[src/rtl/ext_seq_pkg.sv]
// Shared types and constants for the sequential min/max finder.
package ext_seq_pkg;

    typedef enum logic [1:0] {
        S_IDLE    = 2'd0,
        S_FIRST   = 2'd1,
        S_COLLECT = 2'd2,
        S_DONE    = 2'd3
    } state_t;

    localparam logic MODE_MIN = 1'b0;
    localparam logic MODE_MAX = 1'b1;

endpackage

[src/rtl/extreme_seq_if.sv]
// Sample-in / result-out handshake bundle for extreme_seq.
interface extreme_seq_if #(
    parameter int WIDTH   = 2,
    parameter int COUNT_W = 4
);
    logic               start;
    logic               mode;
    logic [COUNT_W-1:0] len;
    logic               in_valid;
    logic [WIDTH-1:0]   in_data;
    logic               in_ready;
    logic               busy;
    logic               out_valid;
    logic [WIDTH-1:0]   out_data;
    logic [COUNT_W-1:0] out_index;
    logic               out_ack;

    modport master (
        output start, mode, len, in_valid, in_data, out_ack,
        input  in_ready, busy, out_valid, out_data, out_index
    );

    modport slave (
        input  start, mode, len, in_valid, in_data, out_ack,
        output in_ready, busy, out_valid, out_data, out_index
    );
endinterface

[src/rtl/extreme_seq_cmp_sel_unit.sv]
// Parallel less-than / greater-than compare with a mode-driven select.
module cmp_sel_unit
    import ext_seq_pkg::*;
#(
    parameter int WIDTH = 2
) (
    input  logic [WIDTH-1:0] a,
    input  logic [WIDTH-1:0] b,
    input  logic             sel,
    output logic             hit
);
    logic cmp_lt;
    logic cmp_gt;

    assign cmp_lt = (a < b);
    assign cmp_gt = (a > b);

    always_comb begin
        hit = 1'b0;
        unique case (sel)
            MODE_MIN: hit = cmp_lt;
            MODE_MAX: hit = cmp_gt;
            default:  hit = 1'b0;
        endcase
    end
endmodule

[src/rtl/extreme_seq.sv]
// Sequential min/max finder: one sample per cycle against a running best,
// result held until acknowledged.
module extreme_seq
    import ext_seq_pkg::*;
#(
    parameter int WIDTH   = 2,
    parameter int COUNT_W = 4
) (
    input  logic          clk,
    input  logic          rst,
    extreme_seq_if.slave  bus
);
    state_t             state_q, state_d;
    logic [WIDTH-1:0]   best_q, best_d;
    logic [COUNT_W-1:0] best_idx_q, best_idx_d;
    logic [COUNT_W-1:0] count_q, count_d;
    logic [COUNT_W-1:0] len_q, len_d;
    logic               mode_q, mode_d;
    logic               in_ready;
    logic               hit;
    logic               last_sample;

    cmp_sel_unit #(.WIDTH(WIDTH)) u_cmp (
        .a   (bus.in_data),
        .b   (best_q),
        .sel (mode_q),
        .hit (hit)
    );

    assign last_sample = (count_q == len_q - COUNT_W'(1));

    always_ff @(posedge clk or posedge rst) begin
        if (rst) state_q <= S_IDLE;
        else     state_q <= state_d;
    end

    always_comb begin
        state_d = state_q;
        unique case (state_q)
            S_IDLE:    if (bus.start && (bus.len != '0)) state_d = S_FIRST;
            S_FIRST:   if (bus.in_valid) state_d = (len_q == COUNT_W'(1)) ? S_DONE : S_COLLECT;
            S_COLLECT: if (bus.in_valid && last_sample) state_d = S_DONE;
            S_DONE:    if (bus.out_ack) state_d = S_IDLE;
            default:   state_d = S_IDLE;
        endcase
    end

    // Result ports are gated by state so they read zero outside DONE and
    // drop immediately on an asynchronous reset.
    always_comb begin
        in_ready      = 1'b0;
        bus.busy      = (state_q != S_IDLE);
        bus.out_valid = 1'b0;
        bus.out_data  = '0;
        bus.out_index = '0;
        unique case (state_q)
            S_FIRST, S_COLLECT: in_ready = 1'b1;
            S_DONE: begin
                bus.out_valid = 1'b1;
                bus.out_data  = best_q;
                bus.out_index = best_idx_q;
            end
            default: ;
        endcase
    end

    assign bus.in_ready = in_ready;

    always_comb begin
        best_d     = best_q;
        best_idx_d = best_idx_q;
        count_d    = count_q;
        len_d      = len_q;
        mode_d     = mode_q;
        unique case (state_q)
            S_IDLE: begin
                if (bus.start && (bus.len != '0)) begin
                    mode_d  = bus.mode;
                    len_d   = bus.len;
                    count_d = '0;
                end
            end
            S_FIRST: begin
                if (bus.in_valid) begin
                    best_d     = bus.in_data;
                    best_idx_d = '0;
                    count_d    = COUNT_W'(1);
                end
            end
            S_COLLECT: begin
                if (bus.in_valid) begin
                    if (hit) begin
                        best_d     = bus.in_data;
                        best_idx_d = count_q;
                    end
                    count_d = count_q + COUNT_W'(1);
                end
            end
            default: ;
        endcase
    end

    always_ff @(posedge clk or posedge rst) begin
        if (rst) begin
            best_q     <= '0;
            best_idx_q <= '0;
            count_q    <= '0;
            len_q      <= '0;
            mode_q     <= MODE_MIN;
        end else begin
            best_q     <= best_d;
            best_idx_q <= best_idx_d;
            count_q    <= count_d;
            len_q      <= len_d;
            mode_q     <= mode_d;
        end
    end
endmodule

[src/flat_wrapper.sv]
// flat-port wrapper written by rule: the top's interface ports become plain ports
module extreme_seq_flat import ext_seq_pkg::*;
#(
    parameter int WIDTH   = 2,
    parameter int COUNT_W = 4
)
  (clk, rst, bus_start, bus_mode, bus_len, bus_in_valid, bus_in_data, bus_out_ack, bus_in_ready, bus_busy, bus_out_valid, bus_out_data, bus_out_index);
  extreme_seq_if #(.WIDTH(WIDTH), .COUNT_W(COUNT_W)) bus_i ();
  input  logic clk;
  input  logic rst;
  input wire logic [$bits(bus_i.start)-1:0] bus_start;
  input wire logic [$bits(bus_i.mode)-1:0] bus_mode;
  input wire logic [$bits(bus_i.len)-1:0] bus_len;
  input wire logic [$bits(bus_i.in_valid)-1:0] bus_in_valid;
  input wire logic [$bits(bus_i.in_data)-1:0] bus_in_data;
  input wire logic [$bits(bus_i.out_ack)-1:0] bus_out_ack;
  output wire logic [$bits(bus_i.in_ready)-1:0] bus_in_ready;
  output wire logic [$bits(bus_i.busy)-1:0] bus_busy;
  output wire logic [$bits(bus_i.out_valid)-1:0] bus_out_valid;
  output wire logic [$bits(bus_i.out_data)-1:0] bus_out_data;
  output wire logic [$bits(bus_i.out_index)-1:0] bus_out_index;
  assign bus_i.start = bus_start;
  assign bus_i.mode = bus_mode;
  assign bus_i.len = bus_len;
  assign bus_i.in_valid = bus_in_valid;
  assign bus_i.in_data = bus_in_data;
  assign bus_i.out_ack = bus_out_ack;
  assign bus_in_ready = bus_i.in_ready;
  assign bus_busy = bus_i.busy;
  assign bus_out_valid = bus_i.out_valid;
  assign bus_out_data = bus_i.out_data;
  assign bus_out_index = bus_i.out_index;
  extreme_seq #(.WIDTH(WIDTH), .COUNT_W(COUNT_W)) u_core (.clk(clk), .rst(rst), .bus(bus_i));
endmodule
[config.mk]
export PLATFORM = sky130hd
export DESIGN_NAME = extreme_seq_flat
export DESIGN_NICKNAME = d
export VERILOG_FILES = /design/src/rtl/ext_seq_pkg.sv /design/src/rtl/extreme_seq_if.sv /design/src/rtl/extreme_seq_cmp_sel_unit.sv /design/src/rtl/extreme_seq.sv /design/src/flat_wrapper.sv
export SDC_FILE = /design/constraint.sdc
export NUM_CORES = 1
export LEC_CHECK = 0
export CORE_UTILIZATION = 45
export CTS_CLUSTER_SIZE = 16
export DETAILED_ROUTE_END_ITERATION = 6
export MAX_ROUTING_LAYER = met4
export PLACE_DENSITY = 0.74
export SYNTH_ARGS = -nofsm -noshare
export SYNTH_HDL_FRONTEND = slang
export SYNTH_SLANG_ARGS = --single-unit
[constraint.sdc]
create_clock -name clk -period 2 [get_ports clk]
set_clock_uncertainty 0.05 [all_clocks]
set_input_delay 0.3 -clock clk [delete_from_list [all_inputs] [get_ports clk]]
set_output_delay 0.3 -clock clk [all_outputs]
set_load 0.02 [all_outputs]
After elaboration in Yosys (flattened, before gate mapping):

Cells that the tools add are included.
W data, S select, Z words.

* output and inout port bits: 9
* word-level logic and storage cells: 57
* flip-flop bits (word level): 17

* bitwise gates (word level): 1
* $add $sub $neg: 2
* equal/unequal tests: 11
* reductions and logical operators: 12
* multiplexer cells: 23
* $lt $le $gt $ge: 2

Operator list (number)
* $mux W4: 7
* $mux W2: 8
* $pmux W4 S3: 1
* $reduce_and A4 Y1: 3
* $pmux W2 S4: 1
* $pmux W4 S2: 1
* $ne A2 B1 Y1 const B: 3
* $ne A2 B2 Y1 const B: 3
* $add A4 B1 Y4 const B: 1
* $eq A2 B2 Y1 const B: 2
* $eq A4 B1 Y1 const B: 1
* $eq A4 B4 Y1: 1
* $pmux W2 S2: 1
* $reduce_bool A2 Y1: 2
* $reduce_bool A4 Y1: 1
* $sub A4 B1 Y4 const B: 1
* $mux W1: 3
* $reduce_bool A3 Y1: 1
* $eq A2 B1 Y1 const B: 1
* $gt A2 B2 Y1: 1
* $logic_and A1 B1 Y1: 2
* $logic_not A2 Y1: 1
* $lt A2 B2 Y1: 1
* $pmux W1 S2: 1
* other kinds (3): 3

Depth between registers and ports, before layout:

Gate-level depths: netlist (run 1).

* depth after elaboration: 5
* mapped depth: 7
* gate-level depth less buffers: 7

Modules after synthesis:

Synthesis (run 1) repeated with hierarchy kept, for this count alone.

* cell total of the unflattened synthesis: 118
* area, all modules: 1144.8 um^2

By module, submodules not included
* extreme_seq: cells an instance 109, times used 1, seq. area each 425.4 um^2, area an instance 1066.0 um^2
* cmp_sel_unit: cells an instance 9, times used 1, seq. area each 0.0 um^2, area an instance 78.8 um^2

Worst setup path before layout (run 1):

Ideal clock, no wire load.

* path type: register -> register
* from: register u_core.best_q[1]
* to: register u_core.best_q[0]
* data arrival time: 1.846 ns
* slack: -0.021 ns
* period minus slack after synthesis: 2.021 ns
* cell stages (with the launch flop): 7
* required time: 1.825 ns
* buffers on the path: 0
* setup time: 0.125 ns
* path through: dfrtp_1 > inv_1 > ha_1 > a21oi_2 > mux2_4 > a211oi_4 > mux2_4

* longest elaborated chain between the ends: 4
* elaborated cells on any way between the ends: 5

RTL lines
* start: declaration: RTL line extreme_seq.sv:14 `logic [WIDTH-1:0] best_q, best_d;`
* start signal: assignment: RTL line extreme_seq.sv:111 `best_q <= best_d;`
* $gt A2 B2 Y1 or $lt A2 B2 Y1 (tied branches): RTL line extreme_seq_cmp_sel_unit.sv:16, extreme_seq_cmp_sel_unit.sv:15
* $pmux W1 S2 *: RTL line extreme_seq_cmp_sel_unit.sv:20 `unique case (sel)`
* $ne A2 B1 Y1 (no line) *
* $reduce_and A4 Y1 (no line) *

Every way passes the cells marked *; elsewhere a longest branch is shown, timed or not.
A chain may end at the register's enable or synchronous reset.

Worst setup path after layout (run 1):

Same ends and word-level chain as after synthesis.

==> results of run 1 <==
## worst max-delay path, cell delays in order, from the launching register on
cell and delay (ps):
dfrtp_1 410, inv_2 90, ha_4 210, a21oi_4 120, mux2_4 330, a211oi_4 320
mux2_4 330
## logic make-up (layout without fill, tap and decap cells)
logic type               Yosys count  after routing  share of synthesized area
flip-flops                        17             17                      0.394
AO/OA/AOI/OAI                     22             22                      0.148
multiplexers                      12             12                      0.131
buffers and inverters             17             48                     0.0672
adder cells (fa/ha/maj)            9              9                      0.104
AND/OR/NAND/NOR                   26             26                      0.107
XOR/XNOR                           6              6                     0.0487
## synth_stat cells
master	n	area, um^2
mux2_4	3	45.0
a211oi_4	1	20.0
xnor2_1	4	35.0
a21oi_2	1	8.76
o21ai_0	4	20.0
o31ai_2	1	12.5
mux2i_1	4	40.0
or2_1	1	6.26
o2bb2ai_1	1	8.76
nand3_1	3	15.0
o21ai_1	1	5.00
dfrtp_1	17	425
a311oi_1	1	8.76
mux2_2	4	45.0
ha_1	9	113
a21boi_0	1	7.51
buf_6	1	11.3
o31ai_1	1	7.51
a21oi_1	5	25.0
xor2_1	2	17.5
mux2_1	1	11.3
nand2b_1	1	6.26
nand4_1	1	6.26
o22ai_1	1	6.26
o41ai_1	1	8.76
nor3_1	1	5.00
buf_2	1	5.00
and2_1	1	6.26
nor2b_1	1	6.26
a31o_1	1	8.76
inv_1	15	56.3
nand2_1	9	33.8
nor2_1	8	30.0
a31oi_1	2	12.5
## metrics by stage
step           TNS (ps)  total power, W
3_5_place_dp      -2240         0.00178
6_report              0         0.00204
3_3_place_gp      -1700         0.00174
5_1_grt            -125         0.00220
2_1_floorplan         0         0.00143
4_1_cts           -10.5         0.00197
## state kept, by name, summed over array words and instances (netlist names)
register,cells
u_core.best_idx_q,4
u_core.best_q,2
u_core.count_q,4
u_core.len_q,4
u_core.mode_q,1
u_core.state_q,2
## what timing repair did
| action | 4_1_cts | 5_1_grt |
|---|---|---|
| pin swaps | 2 | 1 |
| gates resized for setup | 13 | 2 |
| buffers inserted | 1 | 1 |
| endpoints found under the setup margin | 14 | 8 |
## worst paths after layout
kind | end | slack, ps
hold reg to reg | u_core.count_q[3] | 480
min in group clk | u_core.best_q[1] | 400
setup reg to reg | u_core.best_q[0] | 40
setup / recovery | u_core.best_q[0] | 40
max in group asynchronous | u_core.state_q[1] | 1140
hold / removal | u_core.best_idx_q[2] | 340
## routing by layer
layer  track usage  wire length (um)  up-vias
met5             -                 0        -
met4        0.0417                40        0
met3        0.0357               101        9
met2         0.368              1130       35
met1         0.237               932      422
li1              -                 -      435
## report_power, final
group	internal, W	total [W]	leakage [nW]	switching, W
Clock	0.0000775	0.000186	0.0150	0.000108
Combinational	0.000607	0.00128	0.422	0.000668
Sequential	0.000467	0.000577	0.216	0.000110
Total	0.00115	0.00204	0.653	0.000886
## layout make-up
cell class              instances  area, um^2
multi-input cells              75         611
clock buffers                   4        26.3
inverters                      15        56.3
well taps                      28        35.0
fillers                       189         821
flip-flops and latches         17         425
repair buffers                 29         259
==> impl_metrics.tcl, run 1 <==
set metrics [dict create \
    nNetsFinal 162 \
    rsz0062_at_grt "yes" \
    netlist_area_um2 1080 \
    vdd_drop_max_v 0.00123 \
    wl_per_cell_um 13.1 \
    fp.dieW_um 51.0 \
    reg2regPathDepth 6 \
    crit_type "flop to flop" \
    final_layout_size_suffix_gt1_frac 0.171 \
    worst_pin_slew_ps 653 \
    cp.arrival_ps 2090 \
    fmax_mhz 510 \
    clk_pin_slew_ps 100 \
    viasPerCell 5.36 \
    max_slew_margin 0.564 \
    place_inst 162 \
    worstSetupStartpoint "u_core.best_q[1]" \
    grt_pass1_wl_um 3830 \
    synth.net_count 130 \
    synth_area_per_cell_um2 9.91 \
    hp-class "primary input to asynchronous set/reset pin" \
    setup_viol_count_final 0 \
    dr.pass1.iters 4 \
    first_iter_violations 15 \
    final_antenna_net_count 0 \
    grt_pass1_vias 871 \
    synthCells 109 \
    synth_cell_types 34 \
    postRouteWirelength_um 2210 \
    coreArea_um2 2230 \
    cts.sinks 17 \
    yosys_warnings 0 \
    place_area_um2 1350 \
    drcViolationCount 0 \
    io_pins 21 \
    grt_overflow 0 \
    critPathMaxFanout 3 \
    post-route-period-util 0.980 \
    antenna_found_initial 0 \
    fin_ws_ps 39.7 \
    cts_tree "yes" \
    holdWs_ps 335 \
    layout_common_cells "17 x dfrtp_1, 14 x inv_1, 10 x dlygate4sd2_1, 10 x clkdlybuf4s50_1, 9 x nand2_1" \
    max_cap_viol_count 0 \
    syn_to_final_growth_pct 30.8 \
    rr_startpoint "u_core.best_q[1]" \
    outcome "finished, final reports clean" \
    drv_slew 0 \
    dieArea_um2 2600 \
    worst-endpoint-required_ps 2130 \
    holdBufCountCts 0 \
    die_y_um 51.0 \
    start_util 0.483 \
    stdcell_area_um2 1410 \
    ys_ff_latch 17 \
    dpl_worst_slack_ps -385 \
    ys_seq_area_frac 0.394 \
    period_needed_ps 1960 \
    rows 17 \
    num_antenna_cells 0 \
    numCtsBuffers 3 \
    place_congestion 0.713 \
    end_kind "flop" \
    fin_cells 168 \
    grtUsageTotal 0.205 \
    cts_buffer_depth 2 \
    vias 901 \
    power_leakage_nw 0.653 \
    hold_violations 0 \
    cp-start-kind "flop" \
    cts_max_level 1 \
    fin_util 0.632 \
    clkLatencyLatePin_ps 290 \
    final_common_cell "dfrtp_1" \
    root_buffer "clkbuf_4" \
    port_buffers 20 \
    powerDensity_nw_per_um2 1440 \
    grt_max_degree 18 \
    dp_hpwl_um 1720 \
]
(Power assumes the default switching activity.)
==> inputs of run 2 (changes only) <==
CORE_MARGIN = 2   (was not set)
SLEW_MARGIN = 15   (was not set)
==> impl_metrics.tcl, run 2 (same netlist as run 1, synthesis figures left out) <==
set metrics [dict create \
    use_met2 0.321 \
    stdcell_area_um2 1400 \
    layout_common_cells "17 x dfrtp_1, 14 x inv_1, 10 x clkdlybuf4s50_1" \
    critPathMaxFanout 3 \
    clkLatencyLatePin_ps 280 \
    coreArea_um2 2230 \
    cts_buffer_depth 2 \
    antenna_found_initial 0 \
    holdBufCountCts 0 \
    grtUsageTotal 0.179 \
    vdd_drop_max_v 0.00114 \
    fp.dieW_um 53.0 \
    vias 884 \
    fin_ws_ps 71.6 \
    max_cap_viol_count 0 \
    fmax_mhz 519 \
    rsz0062_at_grt "yes" \
    setup_viol_count_final 0 \
    clk_pin_slew_ps 100 \
    swShare 0.434 \
    io_pins 21 \
    crit_type "flop to flop" \
    dieArea_um2 2810 \
    dr.pass1.iters 4 \
    worst_pin_slew_ps 643 \
    hold_violations 0 \
    wl_per_cell_um 13.0 \
    busiest_layer "met2" \
    grt_overflow 0 \
    numCtsBuffers 3 \
    cts_max_level 1 \
    holdWs_ps 340 \
    cp-start-kind "flop" \
    dpl_worst_slack_ps -321 \
    switchingPower_w 0.000863 \
    use_met1 0.209 \
    start_util 0.483 \
    finalPower_w 0.00199 \
    clock_power_share 0.093 \
    cts_tree "yes" \
    syn_to_final_growth_pct 29.5 \
    max_slew_margin 0.571 \
    first_iter_violations 7 \
    grtUsageMet3 0.0339 \
    intPower_w 0.00113 \
    drv_slew 0 \
    hp-class "primary input to asynchronous set/reset pin" \
    grt_pass1_vias 822 \
    place_area_um2 1350 \
    outcome "finished, final reports clean" \
    root_buffer "clkbuf_4" \
    powerDensity_nw_per_um2 1420 \
    place_congestion 0.808 \
    end_kind "flop" \
    final_common_cell "dfrtp_1" \
    nNetsFinal 160 \
    drcViolationCount 0 \
    cp.arrival_ps 2060 \
    power_leakage_nw 0.640 \
    period_needed_ps 1930 \
    fillers 198 \
    regArea_um2 425 \
    grt_max_degree 18 \
    die_y_um 53.0 \
    grt_pass1_wl_um 3530 \
    fin_cells 166 \
    port_buffers 20 \
    worst-endpoint-required_ps 2130 \
    viasPerCell 5.33 \
    place_inst 162 \
    final_layout_size_suffix_gt1_frac 0.159 \
    postRouteWirelength_um 2160 \
    dp_hpwl_um 1740 \
    combPwrFrac 0.617 \
    cts_setup_buffers 0 \
    p_seq_frac 0.290 \
    rows 17 \
    final_antenna_net_count 0 \
    post-route-period-util 0.964 \
    multi_input_area_um2 611 \
    biggestRegsByFlops "u_core.best_idx_q (4), u_core.count_q (4), u_core.len_q (4)" \
    num_antenna_cells 0 \
    cts.sinks 17 \
]
[run 2: cell types whose count changed in the layout (fill, tap and decap cells not counted)]
cell / previous run / this run
buf_4: 8 / 6
clkdlybuf4s15_1: 0 / 1
dlygate4sd2_1: 10 / 9
[run 2: worst paths after layout]
kind	startpoint	cells after the start	to	slack, ps
setup / recovery	u_core.best_q[1]	6	u_core.best_q[1]	70
hold / removal	rst	2	u_core.best_q[0]	340
setup reg to reg	u_core.best_q[1]	6	u_core.best_q[1]	70
hold reg to reg	u_core.best_idx_q[3]	2	u_core.best_idx_q[3]	480
max in group asynchronous	rst	2	u_core.count_q[0]	1140
min in group clk	bus_in_data[1]	2	u_core.best_q[1]	390
[run 2: critical path: stages, from the launching register on]
cell and delay [ps]:
dfrtp_1 410, inv_2 90, ha_4 210, a21oi_4 120, mux2_4 320, a211oi_4 290, mux2_4 330
[run 2: cell type report]
cell class / count / share of cell area
Multi-Input combinational cell: 75 / 0.436
Sequential cell: 17 / 0.304
Timing Repair Buffer: 27 / 0.175
Inverter: 15 / 0.0403
Tap cell: 28 / 0.0250
Clock buffer: 4 / 0.0188
[run 2: layer usage]
layer,up-vias,routed length (um),share of wire
li1,434,-,-
met2,22,1150,0.53
met4,0,7,0.0032
met5,-,0,0
met1,426,900,0.42
met3,2,103,0.048
[run 2: timing repair]
action                                 in CTS  in global routing
pin swaps                                   2                  1
gates resized for setup                    12                  4
setup endpoints to repair                  12                  8
endpoints found under the hold margin       0                  0
[run 2: per-stage QoR]
step,utilization,TNS (ps)
6_report,0.626,0
5_1_grt,0.626,-33.8
4_1_cts,0.618,0
3_5_place_dp,0.605,-1880
3_3_place_gp,0.605,-1700
2_1_floorplan,-,0
[run 2: power groups by stage]
stage | Clock [W] | Sequential, W | Combinational [W]
after floorplan | 0 | 0.000558 | 0.000870
after global placement | 0 | 0.000577 | 0.00116
after detailed placement | 0 | 0.000582 | 0.00120
after CTS | 0.000189 | 0.000576 | 0.00119
after global routing | 0.000213 | 0.000596 | 0.00135
final | 0.000184 | 0.000578 | 0.00123
==> inputs of run 3 (changes only) <==
CORE_ASPECT_RATIO = 1.1   (was not set)
==> impl_metrics.tcl, run 3 (same netlist as run 1, synthesis figures left out) <==
set metrics [dict create \
    outcome "finished, final reports clean" \
    final_layout_size_suffix_gt1_frac 0.179 \
    path_cells "inv_2 > ha_4 > a21oi_4 > mux2_4 > a211oi_4 > mux2_4" \
    wl_per_cell_um 13.8 \
    cp-start-kind "flop" \
    post-route-period-util 0.969 \
    cts_tree "yes" \
    coreArea_um2 2250 \
    max_slew_margin 0.578 \
    fmax_mhz 516 \
    fp.dieW_um 50.7 \
    grt_pass1_vias 926 \
    first_iter_violations 27 \
    drv_slew 0 \
    dr.pass1.iters 4 \
    syn_to_final_growth_pct 31.3 \
    crit_type "flop to flop" \
    port_buffers 20 \
    layout_common_cells "17 x dfrtp_1, 14 x inv_1, 10 x clkdlybuf4s50_1" \
    end_kind "flop" \
    period_needed_ps 1940 \
    die_y_um 55.4 \
    grt_max_degree 18 \
    num_antenna_cells 0 \
    viasPerCell 5.19 \
    holdBufCountCts 0 \
    rsz0062_at_grt "yes" \
    drcViolationCount 0 \
    clk_pin_slew_ps 110 \
    root_buffer "clkbuf_4" \
    setup_viol_count_final 0 \
    dieArea_um2 2810 \
    slowest_stage "dfrtp_1" \
    crit_top_cell "mux2_4" \
    finalPower_w 0.00207 \
    nNetsFinal 162 \
    power_leakage_nw 0.652 \
    crit_path_max_incr_delay_ps 410 \
    grt_overflow 0 \
    critPathMaxFanout 3 \
    io_pins 21 \
    hp-class "primary input to asynchronous set/reset pin" \
    grtUsageTotal 0.196 \
    cts.sinks 17 \
    antenna_found_initial 0 \
    start_util 0.479 \
    vdd_drop_max_v 0.000926 \
    vias 883 \
    setup-tns-final_ps 0 \
    cp.arrival_ps 2080 \
    hold_violations 0 \
    clkLatencyLatePin_ps 300 \
    numCtsBuffers 3 \
    rows 18 \
    worst-endpoint-required_ps 2150 \
    place_congestion 0.789 \
    postRouteWirelength_um 2350 \
    biggestRegsByFlops "u_core.best_idx_q (4), u_core.count_q (4), u_core.len_q (4)" \
    final_antenna_net_count 0 \
    cts_max_level 1 \
    dp_hpwl_um 1790 \
    powerDensity_nw_per_um2 1460 \
    final_common_cell "dfrtp_1" \
    cts_buffer_depth 2 \
    grt_pass1_wl_um 4060 \
    max_cap_viol_count 0 \
    worst_pin_slew_ps 632 \
]
[run 3: changes by cell type in the layout (fill, tap and decap cells not counted), sizes merged]
cell    change
buf         +2
clkinv      +1
clkbuf      -1
[run 3: timing repair]
| item | in CTS | in global routing |
|---|---|---|
| buffers inserted | 1 | 1 |
| gates cloned | 0 | 0 |
| gates resized for setup | 14 | 2 |
| setup endpoints to repair | 14 | 9 |
| pin swaps | 3 | 4 |
[run 3: layout make-up]
type                    instances  area, um^2
multi-input cells              75         611
flip-flops and latches         17         425
well taps                      30        37.5
fillers                       182         835
clock buffers                   3        22.5
repair buffers                 29         260
inverters                      15        56.3
clock inverters                 1        5.00
[run 3: layer usage]
metal | wire length [um] | global-route usage
met2 | 1200 | 0.321
met4 | 76 | 0.112
met1 | 973 | 0.229
met3 | 98 | 0.0243
met5 | 0 | -
[run 3: critical path: cells and delay by family, from the launching register on]
kind,cells,cell delay (ps)
AO/OA/AOI/OAI,2,430
adder cells (fa/ha/maj),1,200
buffers and inverters,1,80
flip-flops,1,410
multiplexers,2,660
[run 3: final timing paths]
check / start / endpoint / slack, ps / cells past startpoint
worst max-delay path: u_core.best_q[1] / u_core.best_q[1] / 60 / 6
worst min-delay path: rst / u_core.count_q[0] / 320 / 2
worst max register to register: u_core.best_q[1] / u_core.best_q[1] / 60 / 6
worst min register to register: u_core.best_idx_q[0] / u_core.best_idx_q[0] / 480 / 2
max in group asynchronous: rst / u_core.len_q[3] / 1180 / 2
min in group clk: bus_in_data[1] / u_core.best_q[1] / 400 / 2
[run 3: power by group]
group | leakage [nW] | internal (W) | switching [W]
combinational | 0.418 | 0.000610 | 0.000681
sequential | 0.216 | 0.000467 | 0.000114
clock | 0.0177 | 0.0000746 | 0.000123
[run 3: through the flow]
step | util | hold WS (ps) | cells | cell area [um^2] | setup WS, ps
global route | 0.629 | 395 | 170 | 1420 | -8.61
CTS | 0.622 | 357 | 169 | 1400 | -22.4
global placement | 0.601 | 446 | 164 | 1350 | -279
floorplan | - | 176 | 109 | 1080 | 5.84
detailed placement | 0.601 | 458 | 164 | 1350 | -405
finish | 0.629 | 322 | 170 | 1420 | 62.1
==> RTL change, RTL diff (settings of run 3) <==
`COUNT_W` is set to 4 in 3 places; all go to 6.
--- a/src/rtl/extreme_seq_if.sv
+++ b/src/rtl/extreme_seq_if.sv
@@ -2,5 +2,5 @@
 interface extreme_seq_if #(
     parameter int WIDTH   = 2,
-    parameter int COUNT_W = 4
+    parameter int COUNT_W = 6
 );
     logic               start;
--- a/src/rtl/extreme_seq.sv
+++ b/src/rtl/extreme_seq.sv
@@ -5,5 +5,5 @@
 #(
     parameter int WIDTH   = 2,
-    parameter int COUNT_W = 4
+    parameter int COUNT_W = 6
 ) (
     input  logic          clk,
--- a/src/flat_wrapper.sv
+++ b/src/flat_wrapper.sv
@@ -3,5 +3,5 @@
 #(
     parameter int WIDTH   = 2,
-    parameter int COUNT_W = 4
+    parameter int COUNT_W = 6
 )
   (clk, rst, bus_start, bus_mode, bus_len, bus_in_valid, bus_in_data, bus_out_ack, bus_in_ready, bus_busy, bus_out_valid, bus_out_data, bus_out_index);
Interface: changed (resized bus_len and bus_out_index); port bits go from 21 to 25. No check against the original RTL was run, so the function may have changed too.
==> RTL change against run 3 <==
Critical endpoint is now u_core.state_q[1]$_DFFE_PP0P_. Power increased by 24%. Sequential share of layout area increased by 0.79 points. Design area increased by 32%. Sequential cell count increased by 6. Critical path type unchanged. Synthesized area increased by 32%. Worst setup slack got worse by 36 ps. Global-route usage decreased by 2.0 points. Non-clock buffer count increased by 7. Routed wire length increased by 28%. Largest cell class unchanged.
==> RTL change: results (changes against run 3) <==
Sw Share=43.34% (-1.0 points); clock group power=215 uW (+9%); leakage power=0.0008402 uW (+29%); vias per inst=5.394 (+3.9%); routed len/inst=13.79 um (about the same); post-CTS setup buffers=2 (+1); first-pass GRT wire length=4899 um (+21%); CP arrival=2130 ps (+50 ps); post-synthesis xor/xnor area fraction=3.675% (-1.2 points); met3 GRT Util=2.464% (+0.032 points); Routed met2 length=1624 um (+36%); met3 WL=102 um (+4.1%); synthesized-area fraction occupied by adder cells=7.874% (-2.6 points); clock-pin slew on the worst setup and hold paths=130 ps (+20 ps); vias in the first global route=1,159 (+25%); met2 Use GR=32.10% (-0.041 points); Area after DPL=1773 um2 (+31%); R2R Path End=u_core.state_q[1]$_DFFE_PP0P_; comb pwr=1570 uW (+22%); Synth Area per Inst=9.795 um2 (-1.1%); Seq/Total Area, Yosys=40.24% (+0.85 points); reg2reg path depth=7 (+1); max incr delay on CP=480 ps (+70 ps); most frequent cells after synthesis=23 x dfrtp_1, 16 x inv_1, 15 x nand2_1; FF+latch area=578.1 um2 (+36%); status=finished clean; post-DP HPWL=2280 um (+27%); post-synthesis cell type count=38 (+12%); nets=208 (+28%); syn_nets=169 (+30%); worst-margin pin slew=508.2 ps (-124.2 ps); DRT iter0 DRCs=22 (-19%); Filler cells=260 (+43%); total track usage=17.62% (-2.0 points); GP Congestion=0.8796 (+12%); slowest CP cell=dfrtp_2; total wire length=3006 um (+28%); r2r setup slk=30 ps (-40 ps); multiplexer share of the synthesized area=11.99% (-1.1 points); met1 usage=19.37% (-3.6 points); synth top area cells=dfrtp_1 40%, ha_1 7.9%, mux2i_1 4.9%; reg2reg start=u_core.state_q[1]$_DFFE_PP0P_; IO Port Bufs=24 (+20%); metal1 wirelength=1250 um (+28%); crit-path max FO=5 (+2); post-synthesis compound-gate area fraction=15.40% (+0.57 points); biggest regs=u_core.best_idx_q x6, u_core.count_q x6, u_core.len_q x6
-- RTL change: worst max-delay path by stage --
stage	startpoint	endpoint	slack, ps	cells past startpoint
4_1_cts	u_core.state_q[0]$_DFFE_PP0P_	u_core.state_q[1]$_DFFE_PP0P_	-20	7
6_report	u_core.state_q[1]$_DFFE_PP0P_	u_core.state_q[1]$_DFFE_PP0P_	30	7
3_3_place_gp	bus_in_data[1]	u_core.best_q[1]$_DFFE_PP0P_	-210	6
3_5_place_dp	bus_in_data[1]	u_core.best_idx_q[2]$_DFFE_PP0P_	-290	7
2_1_floorplan	u_core.state_q[0]$_DFFE_PP0P_	u_core.state_q[1]$_DFFE_PP0P_	20	7
5_1_grt	u_core.state_q[1]$_DFFE_PP0P_	u_core.state_q[0]$_DFFE_PP0P_	-80	8
-- RTL change: layout make-up --
type                            count  area share (%)
Clock buffer                        3           1.200
Inverter                           17           3.733
Sequential cell                    23           30.80
Tap cell                           34           2.267
Multi-Input combinational cell    104           45.80
Clock inverter                      1          0.2667
Timing Repair Buffer               36           15.93
-- RTL change: kinds of logic after synthesis --
| kind of cell | after synthesis |
|---|---|
| AO/OA/AOI/OAI | 29 |
| XOR/XNOR | 6 |
| adder cells (fa/ha/maj) | 9 |
| buffers and inverters | 19 |
| flip-flops | 23 |
| multiplexers | 16 |
| AND/OR/NAND/NOR | 44 |
-- RTL change: metrics by stage --
stage	hold WS [ps]	setup WS (ps)	TNS, ps
floorplan	251.9	22.09	0
global placement	423.3	-210.9	-1614
detailed placement	428.9	-288.8	-2217
CTS	261.7	-20.86	-20.86
global route	284.0	-83.64	-160.0
finish	258.2	26.17	0
-- RTL change: worst max-delay path: cells and delay by family (launching register included) --
kind            cells  cell delay (ps)
compound gates      3              640
fa+ha+maj           1              170
buf+inv             1               70
flops               1              480
mux                 1              330
simple gates        1              140
